## config.mk

```make
export PLATFORM = sky130hd
export DESIGN_NAME = uart_byte_rx_flat
export DESIGN_NICKNAME = d
export VERILOG_FILES = /design/src/rtl/uart_pkg.sv /design/src/rtl/uart_byte_rx_if.sv /design/src/rtl/uart_rx_baud_gen.sv /design/src/rtl/uart_byte_rx.sv /design/src/flat_wrapper.sv
export SDC_FILE = /design/constraint.sdc
export NUM_CORES = 1
export LEC_CHECK = 0
export ABC_AREA = 1
export CORE_ASPECT_RATIO = 0.75
export CORE_MARGIN = 2
export CORE_UTILIZATION = 54
export CTS_BUF_LIST = sky130_fd_sc_hd__clkbuf_4 sky130_fd_sc_hd__clkbuf_8
export DETAILED_ROUTE_END_ITERATION = 12
export HOLD_SLACK_MARGIN = 0.15
export PLACE_DENSITY_LB_ADDON = 0.12
export SLEW_MARGIN = 20
export SYNTH_ARGS = -nofsm -noshare
export SYNTH_HDL_FRONTEND = slang
export SYNTH_HIERARCHICAL = 1
export SYNTH_SLANG_ARGS = --single-unit
export TNS_END_PERCENT = 30
```

## constraint.sdc

```tcl
create_clock -name clk -period 2.23 [get_ports clk]
set_input_delay 0.446 -clock clk [delete_from_list [all_inputs] [get_ports clk]]
set_output_delay 0.446 -clock clk [all_outputs]
set_load 0.1 [all_outputs]
```

## src/rtl/uart_pkg.sv

```systemverilog
//------------------------------------------------------------------------
// uart_pkg -- shared UART baud encoding, divisor and FSM types | rev 1.0
//------------------------------------------------------------------------
`default_nettype none

package uart_pkg;

   typedef enum logic [2:0] {
      BAUD_9600   = 3'd0,
      BAUD_19200  = 3'd1,
      BAUD_38400  = 3'd2,
      BAUD_57600  = 3'd3,
      BAUD_115200 = 3'd4
   } baud_sel_e;

   typedef enum logic [1:0] {
      ST_IDLE  = 2'd0,
      ST_START = 2'd1,
      ST_DATA  = 2'd2,
      ST_STOP  = 2'd3
   } rx_state_e;

   localparam int unsigned c_oversample  = 16;
   localparam logic [3:0]  c_samp_tick   = 4'd7;
   localparam logic [3:0]  c_decide_tick = 4'd9;
   localparam logic [3:0]  c_last_tick   = 4'd15;

   // Unused select codes fall back to the slowest rate.
   function automatic int unsigned baud_rate(input logic [2:0] sel);
      int unsigned rate;
      case (sel)
         BAUD_19200:  rate = 19200;
         BAUD_38400:  rate = 38400;
         BAUD_57600:  rate = 57600;
         BAUD_115200: rate = 115200;
         default:     rate = 9600;
      endcase
      return rate;
   endfunction

   function automatic int unsigned baud_divisor(input int unsigned clk_hz,
                                                input logic [2:0]  sel);
      int unsigned div;
      div = clk_hz / (baud_rate(sel) * c_oversample);
      if (div == 0) div = 1;
      return div;
   endfunction

   function automatic logic majority3(input logic a, input logic b, input logic c);
      return (a & b) | (a & c) | (b & c);
   endfunction

endpackage

`default_nettype wire

```

## src/rtl/uart_byte_rx_if.sv

```systemverilog
//------------------------------------------------------------------------
// uart_byte_rx_if -- serial input and received-byte bus | rev 1.0
//------------------------------------------------------------------------
`default_nettype none

interface uart_byte_rx_if;
   logic       rx;
   logic [2:0] set_baud;
   logic [7:0] data_byte;
   logic       rx_done;
   logic       frame_err;
   logic       rx_busy;

   modport slave (
      input  rx,
      input  set_baud,
      output data_byte,
      output rx_done,
      output frame_err,
      output rx_busy
   );

   modport master (
      output rx,
      output set_baud,
      input  data_byte,
      input  rx_done,
      input  frame_err,
      input  rx_busy
   );
endinterface

`default_nettype wire

```

## src/rtl/uart_rx_baud_gen.sv

```systemverilog
//------------------------------------------------------------------------
// uart_rx_baud_gen -- 16x oversampling tick generator | rev 1.0
//------------------------------------------------------------------------
`default_nettype none

module uart_rx_baud_gen
   import uart_pkg::*;
#(
   parameter int unsigned CLK_HZ = 50_000_000
) (
   input  wire logic       clk,
   input  wire logic       rst_n,
   input  wire logic       clear,
   input  wire logic [2:0] baud_sel,
   output logic            tick
);

   localparam int unsigned c_div_9600   = baud_divisor(CLK_HZ, BAUD_9600);
   localparam int unsigned c_div_19200  = baud_divisor(CLK_HZ, BAUD_19200);
   localparam int unsigned c_div_38400  = baud_divisor(CLK_HZ, BAUD_38400);
   localparam int unsigned c_div_57600  = baud_divisor(CLK_HZ, BAUD_57600);
   localparam int unsigned c_div_115200 = baud_divisor(CLK_HZ, BAUD_115200);
   localparam int          c_cnt_w      = (c_div_9600 > 1) ? $clog2(c_div_9600) : 1;

   localparam logic [c_cnt_w-1:0] c_rl_9600   = c_cnt_w'(c_div_9600   - 1);
   localparam logic [c_cnt_w-1:0] c_rl_19200  = c_cnt_w'(c_div_19200  - 1);
   localparam logic [c_cnt_w-1:0] c_rl_38400  = c_cnt_w'(c_div_38400  - 1);
   localparam logic [c_cnt_w-1:0] c_rl_57600  = c_cnt_w'(c_div_57600  - 1);
   localparam logic [c_cnt_w-1:0] c_rl_115200 = c_cnt_w'(c_div_115200 - 1);

   logic [c_cnt_w-1:0] cnt_q, cnt_d;
   logic [c_cnt_w-1:0] reload;

   always_comb begin
      case (baud_sel)
         BAUD_19200:  reload = c_rl_19200;
         BAUD_38400:  reload = c_rl_38400;
         BAUD_57600:  reload = c_rl_57600;
         BAUD_115200: reload = c_rl_115200;
         default:     reload = c_rl_9600;
      endcase
   end

   // Down-counter: a tick fires on the zero state, so the period is reload+1.
   always_comb begin
      tick  = (cnt_q == '0);
      cnt_d = cnt_q - 1'b1;
      if (clear || tick) begin
         cnt_d = reload;
      end
   end

   always_ff @(posedge clk or negedge rst_n) begin
      if (!rst_n) begin
         cnt_q <= '0;
      end else begin
         cnt_q <= cnt_d;
      end
   end

endmodule

`default_nettype wire

```

## src/rtl/uart_byte_rx.sv

```systemverilog
//------------------------------------------------------------------------
// uart_byte_rx -- 16x oversampled 8N1 UART byte receiver | rev 1.0
//------------------------------------------------------------------------
`default_nettype none

module uart_byte_rx
   import uart_pkg::*;
#(
   parameter int unsigned CLK_HZ = 50_000_000
) (
   input  wire logic   clk,
   input  wire logic   rst_n,
   uart_byte_rx_if.slave bus
);

   logic       sync1_q, sync1_d;
   logic       sync2_q, sync2_d;
   logic       rx_prev_q, rx_prev_d;
   logic [1:0] settle_q, settle_d;
   rx_state_e  state_q, state_d;
   logic [2:0] baud_q, baud_d;
   logic [3:0] tick_cnt_q, tick_cnt_d;
   logic [2:0] bit_cnt_q, bit_cnt_d;
   logic [1:0] samp_q, samp_d;
   logic [7:0] shift_q, shift_d;
   logic [7:0] data_byte_q, data_byte_d;
   logic       rx_done_q, rx_done_d;
   logic       frame_err_q, frame_err_d;

   logic rx_s;
   logic tick;
   logic start_edge;
   logic bit_maj;
   logic at_decide;
   logic at_end;

   assign rx_s      = sync2_q;
   assign bit_maj   = majority3(samp_q[0], samp_q[1], rx_s);
   assign at_decide = (tick_cnt_q == c_decide_tick);
   assign at_end    = (tick_cnt_q == c_last_tick);

   uart_rx_baud_gen #(
      .CLK_HZ (CLK_HZ)
   ) u_baud_gen (
      .clk      (clk),
      .rst_n    (rst_n),
      .clear    (start_edge),
      .baud_sel (baud_d),
      .tick     (tick)
   );

   always_comb begin
      sync1_d     = bus.rx;
      sync2_d     = sync1_q;
      rx_prev_d   = sync2_q;
      // Edge detection is held off until the reset-forced synchronizer ones
      // have flushed, so a line already low at reset release is not a start.
      settle_d    = (settle_q == 2'd3) ? settle_q : settle_q + 2'd1;
      state_d     = state_q;
      baud_d      = baud_q;
      tick_cnt_d  = tick_cnt_q;
      bit_cnt_d   = bit_cnt_q;
      samp_d      = samp_q;
      shift_d     = shift_q;
      data_byte_d = data_byte_q;
      rx_done_d   = 1'b0;
      frame_err_d = 1'b0;
      start_edge  = 1'b0;

      if ((state_q != ST_IDLE) && tick) begin
         tick_cnt_d = tick_cnt_q + 4'd1;
         if (tick_cnt_q == c_samp_tick)        samp_d[0] = rx_s;
         if (tick_cnt_q == c_samp_tick + 4'd1) samp_d[1] = rx_s;
      end

      case (state_q)
         ST_IDLE: begin
            if ((settle_q == 2'd3) && rx_prev_q && !rx_s) begin
               start_edge = 1'b1;
               state_d    = ST_START;
               baud_d     = bus.set_baud;
               tick_cnt_d = 4'd0;
               bit_cnt_d  = 3'd0;
            end
         end
         ST_START: begin
            if (tick) begin
               if (at_decide && bit_maj) begin
                  state_d = ST_IDLE;
               end else if (at_end) begin
                  state_d = ST_DATA;
               end
            end
         end
         ST_DATA: begin
            if (tick) begin
               if (at_decide) begin
                  shift_d = {bit_maj, shift_q[7:1]};
               end
               if (at_end) begin
                  bit_cnt_d = bit_cnt_q + 3'd1;
                  if (bit_cnt_q == 3'd7) begin
                     state_d = ST_STOP;
                  end
               end
            end
         end
         ST_STOP: begin
            // Decide mid-stop-bit and leave at once so a following start
            // edge is not missed.
            if (tick && at_decide) begin
               state_d = ST_IDLE;
               if (bit_maj) begin
                  data_byte_d = shift_q;
                  rx_done_d   = 1'b1;
               end else begin
                  frame_err_d = 1'b1;
               end
            end
         end
         default: begin
            state_d = ST_IDLE;
         end
      endcase
   end

   always_ff @(posedge clk or negedge rst_n) begin
      if (!rst_n) begin
         sync1_q     <= 1'b1;
         sync2_q     <= 1'b1;
         rx_prev_q   <= 1'b1;
         settle_q    <= 2'd0;
         state_q     <= ST_IDLE;
         baud_q      <= 3'd0;
         tick_cnt_q  <= 4'd0;
         bit_cnt_q   <= 3'd0;
         samp_q      <= 2'b00;
         shift_q     <= 8'h00;
         data_byte_q <= 8'h00;
         rx_done_q   <= 1'b0;
         frame_err_q <= 1'b0;
      end else begin
         sync1_q     <= sync1_d;
         sync2_q     <= sync2_d;
         rx_prev_q   <= rx_prev_d;
         settle_q    <= settle_d;
         state_q     <= state_d;
         baud_q      <= baud_d;
         tick_cnt_q  <= tick_cnt_d;
         bit_cnt_q   <= bit_cnt_d;
         samp_q      <= samp_d;
         shift_q     <= shift_d;
         data_byte_q <= data_byte_d;
         rx_done_q   <= rx_done_d;
         frame_err_q <= frame_err_d;
      end
   end

   assign bus.data_byte = data_byte_q;
   assign bus.rx_done   = rx_done_q;
   assign bus.frame_err = frame_err_q;
   assign bus.rx_busy   = (state_q != ST_IDLE);

endmodule

`default_nettype wire

```

## src/flat_wrapper.sv

```systemverilog
// flat-port wrapper written by rule: the top's interface ports become plain ports
module uart_byte_rx_flat import uart_pkg::*;
#(
   parameter int unsigned CLK_HZ = 50_000_000
)
  (clk, rst_n, bus_rx, bus_set_baud, bus_data_byte, bus_rx_done, bus_frame_err, bus_rx_busy);
  uart_byte_rx_if bus_i ();
  input  wire logic clk;
  input  wire logic rst_n;
  input wire logic [$bits(bus_i.rx)-1:0] bus_rx;
  input wire logic [$bits(bus_i.set_baud)-1:0] bus_set_baud;
  output wire logic [$bits(bus_i.data_byte)-1:0] bus_data_byte;
  output wire logic [$bits(bus_i.rx_done)-1:0] bus_rx_done;
  output wire logic [$bits(bus_i.frame_err)-1:0] bus_frame_err;
  output wire logic [$bits(bus_i.rx_busy)-1:0] bus_rx_busy;
  assign bus_i.rx = bus_rx;
  assign bus_i.set_baud = bus_set_baud;
  assign bus_data_byte = bus_i.data_byte;
  assign bus_rx_done = bus_i.rx_done;
  assign bus_frame_err = bus_i.frame_err;
  assign bus_rx_busy = bus_i.rx_busy;
  uart_byte_rx #(.CLK_HZ(CLK_HZ)) u_core (.clk(clk), .rst_n(rst_n), .bus(bus_i));
endmodule
```

* Word-level counts from Yosys, hierarchy flattened
Cells that the tools add are included.
Widths: inputs -> output; s select.
** Cells by class
- Add/subtract/negate cells :: 4
- Equality and inequality tests :: 20
- Muxes and demuxes :: 28
- Bitwise operators :: 5
- Reduce and logical (&&, ||, !) cells :: 17
** Operators by type and width (count)
- $pmux 9 s4 :: 1
- $mux 2 :: 8
- $mux 3 :: 5
- $eq 4x4->1 const B :: 3
- $mux 4 :: 3
- $ne 2x1->1 const B :: 6
- $logic_not 9->1 :: 1
- $mux 9 :: 1
- $sub 9x1->9 const B :: 1
- $mux 1 :: 8
- $pmux 2 s4 :: 1
- $reduce_and 7->1 :: 1
- $eq 2x2->1 const B :: 3
- $eq 3x2->1 const B :: 2
- $eq 3x3->1 const B :: 2
- $pmux 3 s2 :: 1
- $reduce_and 3->1 :: 2
- $logic_and 1x1->1 :: 5
- $add 4x1->4 const B :: 1
- $eq 4x3->1 const B :: 1
- $reduce_and 2->1 :: 2
- $reduce_and 4->1 :: 1
- $reduce_bool 2->1 :: 2
- $add 3x1->3 const B :: 1
- other kinds (9) :: 12
** Word-level totals
- Bits in registers :: 46
- Bits of input ports :: 6
- Output and inout port bits :: 11
- Logic and storage cells :: 89

* Longest topological paths before layout
- Word-level depth :: 8
- Depth in mapped cells :: 13
- Depth with buffers taken out :: 13

* Modules after synthesis
The synthesis kept the hierarchy.
** Modules (own cells, without submodules)
- uart_byte_rx :: times used 1, cells each 174, area an instance 1626.6 µm², seq. area each 929.6 µm²
- uart_rx_baud_gen :: times used 1, cells each 91, area an instance 620.6 µm², seq. area each 225.2 µm²

* Worst setup path after synthesis
No wires, ideal clock.
- Path kind :: reg2reg
- Start :: register u_core.u_baud_gen.cnt_q[0]
- End :: register u_core.data_byte_q[2] (netlist: u_core/bus.data_byte[2])
- Library setup time :: 125 ps
- Data arrival time :: 1696 ps
- Required time :: 2105 ps
- Path slack :: 409 ps
- Stages on the path, launching flop included :: 13
- Buffers on the path :: 1
- Period minus slack after synthesis :: 1821 ps
- Path through :: dfrtp_1 inv_1 ha_1 nand2_2 nor2_4 nand2_4 inv_1 nand4_1 inv_2 nand3_2 buf_6 nand2_1 o21ai_1
** Between the ends
- Cells in the longest elaborated chain, start to end :: 3
** RTL lines
- from (decl) :: RTL line uart_rx_baud_gen.sv:31 : logic [c_cnt_w-1:0] cnt_q, cnt_d;
- from (signal assigned) :: RTL line uart_rx_baud_gen.sv:57 : cnt_q <= cnt_d;
- $logic_not 9->1 :: RTL line uart_rx_baud_gen.sv:46 : tick = (cnt_q == '0);
- via u_core.tick :: RTL line uart_byte_rx.sv:31 : logic tick;
- $logic_and 1x1->1 :: RTL line uart_byte_rx.sv:111 : if (tick && at_decide) begin
- $reduce_and 3->1 (no source line)
- to (signal assigned) :: RTL line uart_byte_rx.sv:153 : data_byte_q <= data_byte_d;
- to (decl) :: RTL line uart_byte_rx.sv:26 : logic [7:0] data_byte_q, data_byte_d;
The timed path passes the listed nets, and every way through them passes these cells.
A chain may end at the register's enable or synchronous reset.

* Final worst setup path
- Start :: register u_core.u_baud_gen.cnt_q[0]
- End :: register u_core.shift_q[7]
** Between the ends
- Cells in the longest elaborated chain, start to end :: 2
** RTL lines
- $logic_not 9->1 :: RTL line uart_rx_baud_gen.sv:46
- via u_core.tick :: RTL line uart_byte_rx.sv:31
- $reduce_and 3->1 (no source line)
- to (signal assigned) :: RTL line uart_byte_rx.sv:152 : shift_q <= shift_d;
- to (decl) :: RTL line uart_byte_rx.sv:25 : logic [7:0] shift_q, shift_d;
The timed path passes the listed nets, and every way through them passes these cells.

==> reports/qor.csv <==
stage;metric;value;unit
run_status;status;complete, no violations;
critical_path;CP bufs+invs;3;
yosys;synthesized flop and latch total;46;
floorplanning;row cnt;20;
routing;WL/cell;11.5;um
place;Port Buffer Count;16;
power;power density over cell area;1040;nW/um2
grt;vias in the first global route;1487;
yosys;largest area contributor in the netlist;dfrtp_1;
timing;Final Slew Violations;0;
grt;gr usage total;18.9;%
yosys;prevailing post-synth register cell;dfrtp_1;
timing;Worst-Margin Slew;0.395;ns
place;Place WS;0.214;ns
routing;drt pass-1 iters;4;
yosys;post-synth cell types;28;
yosys;asr flop ratio synth;100;%
power;static leakage;1.27;nW
floorplanning;Die Span X;78.5;um
timing;Peak Freq;497;MHz
yosys;Synth top cells by count;82 x nand2_1, 43 x dfrtp_1, 31 x inv_1, 18 x o21ai_1, 15 x nand3_1;
routing;drt initial violations;132;
floorplanning;Core ar.;4030;um2
layout;NumNets Final;302;
timing;unrepaired setup endpoints after global routing;no;
yosys;Syn Area/Cell;8.48;um2
critical_path;critical path's top delay family;simple AND/OR/NAND/NOR gates;
layout;fin util;63.6;%
critical_path;crit path max fanout;16;
clocking;CTS max path bufs;2;
timing;setup ws final;0.220;ns
yosys;count leader, synth;nand2_1;
routing;Detail Route Antenna Nets;0;
flow_run;Max Cap Viol;0;
yosys;sequential share of the synthesized area;51.4;%
yosys;Post-Syn Nets;278;
clocking;total CTS buffers;5;
timing;Hold Violations, Final;0;
grt;first-pass GRT wire length;6.74;mm
timing;final critical-path share of the clock period;90.1;%
clocking;CTS tree;done;
layout;Area Growth Syn to Fin;14.0;%
layout;layout cells sized above 1;17.6;%
critical_path;Setup crit end kind;register;
layout;Filler cells;344;
timing;hold slack;0.360;ns
yosys;Syn Inst Count;265;
timing;Setup violations, final;0;
grt;initial antenna violation count;0;
grt;pin count of the biggest net entering global routing;47;
critical_path;Startpoint Class;register;
clocking;H-tree levels;2;
routing;drt via density;4.92;
timing;clk_skew;0.0109;ns
critical_path;critical path arrival;2.20;ns
floorplanning;initial core utilization;55.8;%
floorplanning;Die H;59.9;um
critical_path;worst path required time;2.42;ns
timing;Slew HR;73.6;%
routing;DR DRC count;0;
yosys;share of the synthesized area in the top cell type;47.9;%
timing;min cycle time layout;2.01;ns
critical_path;slowest CP cell;dfrtp_1;
routing;final wirelength;3.96;mm
timing;post-route setup TNS;0;ns
floorplanning;floorplan die area;4700;um2
critical_path;max incr delay on CP;0.37;ns
clocking;CTS clk-pin slew, worst paths;0.09;ns
yosys;Post-synth EDFFs;0;
clocking;clk root buf;clkbuf_8;
routing;DR vias;1696;
floorplanning;IO Pins;17;
power;VDD IR max;463;uV
yosys;main area contributors after synthesis;dfrtp_1 48%, nand2_1 14%, inv_1 5.2%;
place;routability cong.;0.861;
critical_path;WS Path Type;reg2reg;
grt;grt ovf;0;
yosys;Syn Std Cell Area;2250;um2
min_path;Hold WC Path Type;reg2reg;
place;HPWL after detailed placement;2.83;mm
yosys;synth warn;6;
clocking;Sink Count;46;
critical_path;critical-path cell list;inv_1 -> ha_1 -> nand2_2 -> nor2_4 -> nand2_4 -> inv_1 -> nand4_1 -> inv_2 -> nand2_2 -> nor2_1 -> a21oi_2;
layout;ANT cells;0;
clocking;Clk Latency, worst-skew pair;0.30;ns
[flip-flops by register name, indices dropped and copies added (netlist names), 2 cells and up, named ones only]
name and count:
u_core/samp_q 2, u_core/shift_q 8, u_core/u_baud_gen/cnt_q 9, u_core/bit_cnt_q 3, u_core/tick_cnt_q 4, u_core/baud_q 3, u_core/bus.data_byte 8, u_core/settle_q 2
[layer usage]
layer / up-vias / global-route usage [%] / wire length (um)
li1: 880 / - / -
met1: 787 / 27.4 / 2030
met2: 22 / 28.1 / 1730
met3: 7 / 4.83 / 147
met4: 0 / 6.77 / 53
met5: - / 0 / 0
[cell usage in the layout (no fill, tap or decap)]
master           Yosys  routed
mux2_2               1       1
nand3b_1             3       3
clkinvlp_4           0       2
o21ai_0              7       7
nand3_4              0       1
nand2_1             82      82
o21ai_1             18      18
nor3_1               3       3
inv_1               31      31
inv_2                3       3
nor2_2               4       4
a21oi_2              2       2
clkdlybuf4s50_1      0       4
buf_4                1      12
nand2_2              9       9
clkinv_2             1       1
xnor2_1              3       3
nand2_4              2       2
dfrtp_1             43      43
nand3_1             15      15
dfstp_2              3       3
ha_1                 7       7
buf_12               0       1
nand4_1              3       3
and2b_1              1       1
dlygate4sd3_1        0       1
nor2_1              13      13
buf_2                0       1
a21oi_1              4       4
clkbuf_8             0       5
nor2_4               2       2
inv_6                0       1
xor2_1               1       1
nand4_2              1       1
[final timing paths]
check	depth (start not counted)	slack (ns)	to	from
setup / recovery	11	0.22	u_core/shift_q[7]	u_core/u_baud_gen/cnt_q[0]
hold / removal	0	0.36	u_core/rx_prev_d	u_core/sync1_q
setup reg to reg	11	0.22	u_core/shift_q[7]	u_core/u_baud_gen/cnt_q[0]
hold reg to reg	0	0.36	u_core/rx_prev_d	u_core/sync1_q
max in group asynchronous	3	1.32	u_core/rx_prev_q	rst_n
min in group asynchronous	3	0.64	u_core/shift_q[6]	rst_n
[cells by family (layout without fill, tap and decap cells)]
kind of cell / after synthesis / after routing / share of synthesized area (%)
AND/OR/NAND/NOR: 139 / 139 / 28.7
multiplexers: 1 / 1 / 0.501
AO/OA/AOI/OAI: 31 / 31 / 7.24
flip-flops: 46 / 46 / 51.4
adder cells (fa/ha/maj): 7 / 7 / 3.90
XOR/XNOR: 4 / 4 / 1.56
buffers and inverters: 37 / 62 / 6.74
[power breakdown]
part | internal [mW] | total [mW] | switching, mW
combinational | 0.352 | 1.02 | 0.668
sequential | 0.991 | 1.13 | 0.135
clock | 0.224 | 0.523 | 0.298
[timing repair]
action,4_1_cts,5_1_grt
setup buffers,0,0
gates resized for setup,0,1
endpoints found under the setup margin,0,2
hold buffers,1,0
hold endpoints to repair,43,0
[final cells by class]
type | instances | area [um2] | share of cell area, %
clock buffer | 5 | 68.8 | 2.69
clock inverter | 3 | 23.8 | 0.928
inverter | 35 | 133 | 5.18
multi-input combinational | 182 | 948 | 37.0
sequential | 46 | 1150 | 45.1
tap | 55 | 68.8 | 2.69
timing repair buffer | 19 | 165 | 6.45
[metrics by stage]
step	area, um2	total power [mW]	cells
2_1_floorplan	2250	1.93	265
3_3_place_gp	2450	2.13	336
3_5_place_dp	2450	2.15	336
4_1_cts	2550	2.68	345
5_1_grt	2560	2.88	345
6_report	2560	2.67	345
(Power assumes the default switching activity.)
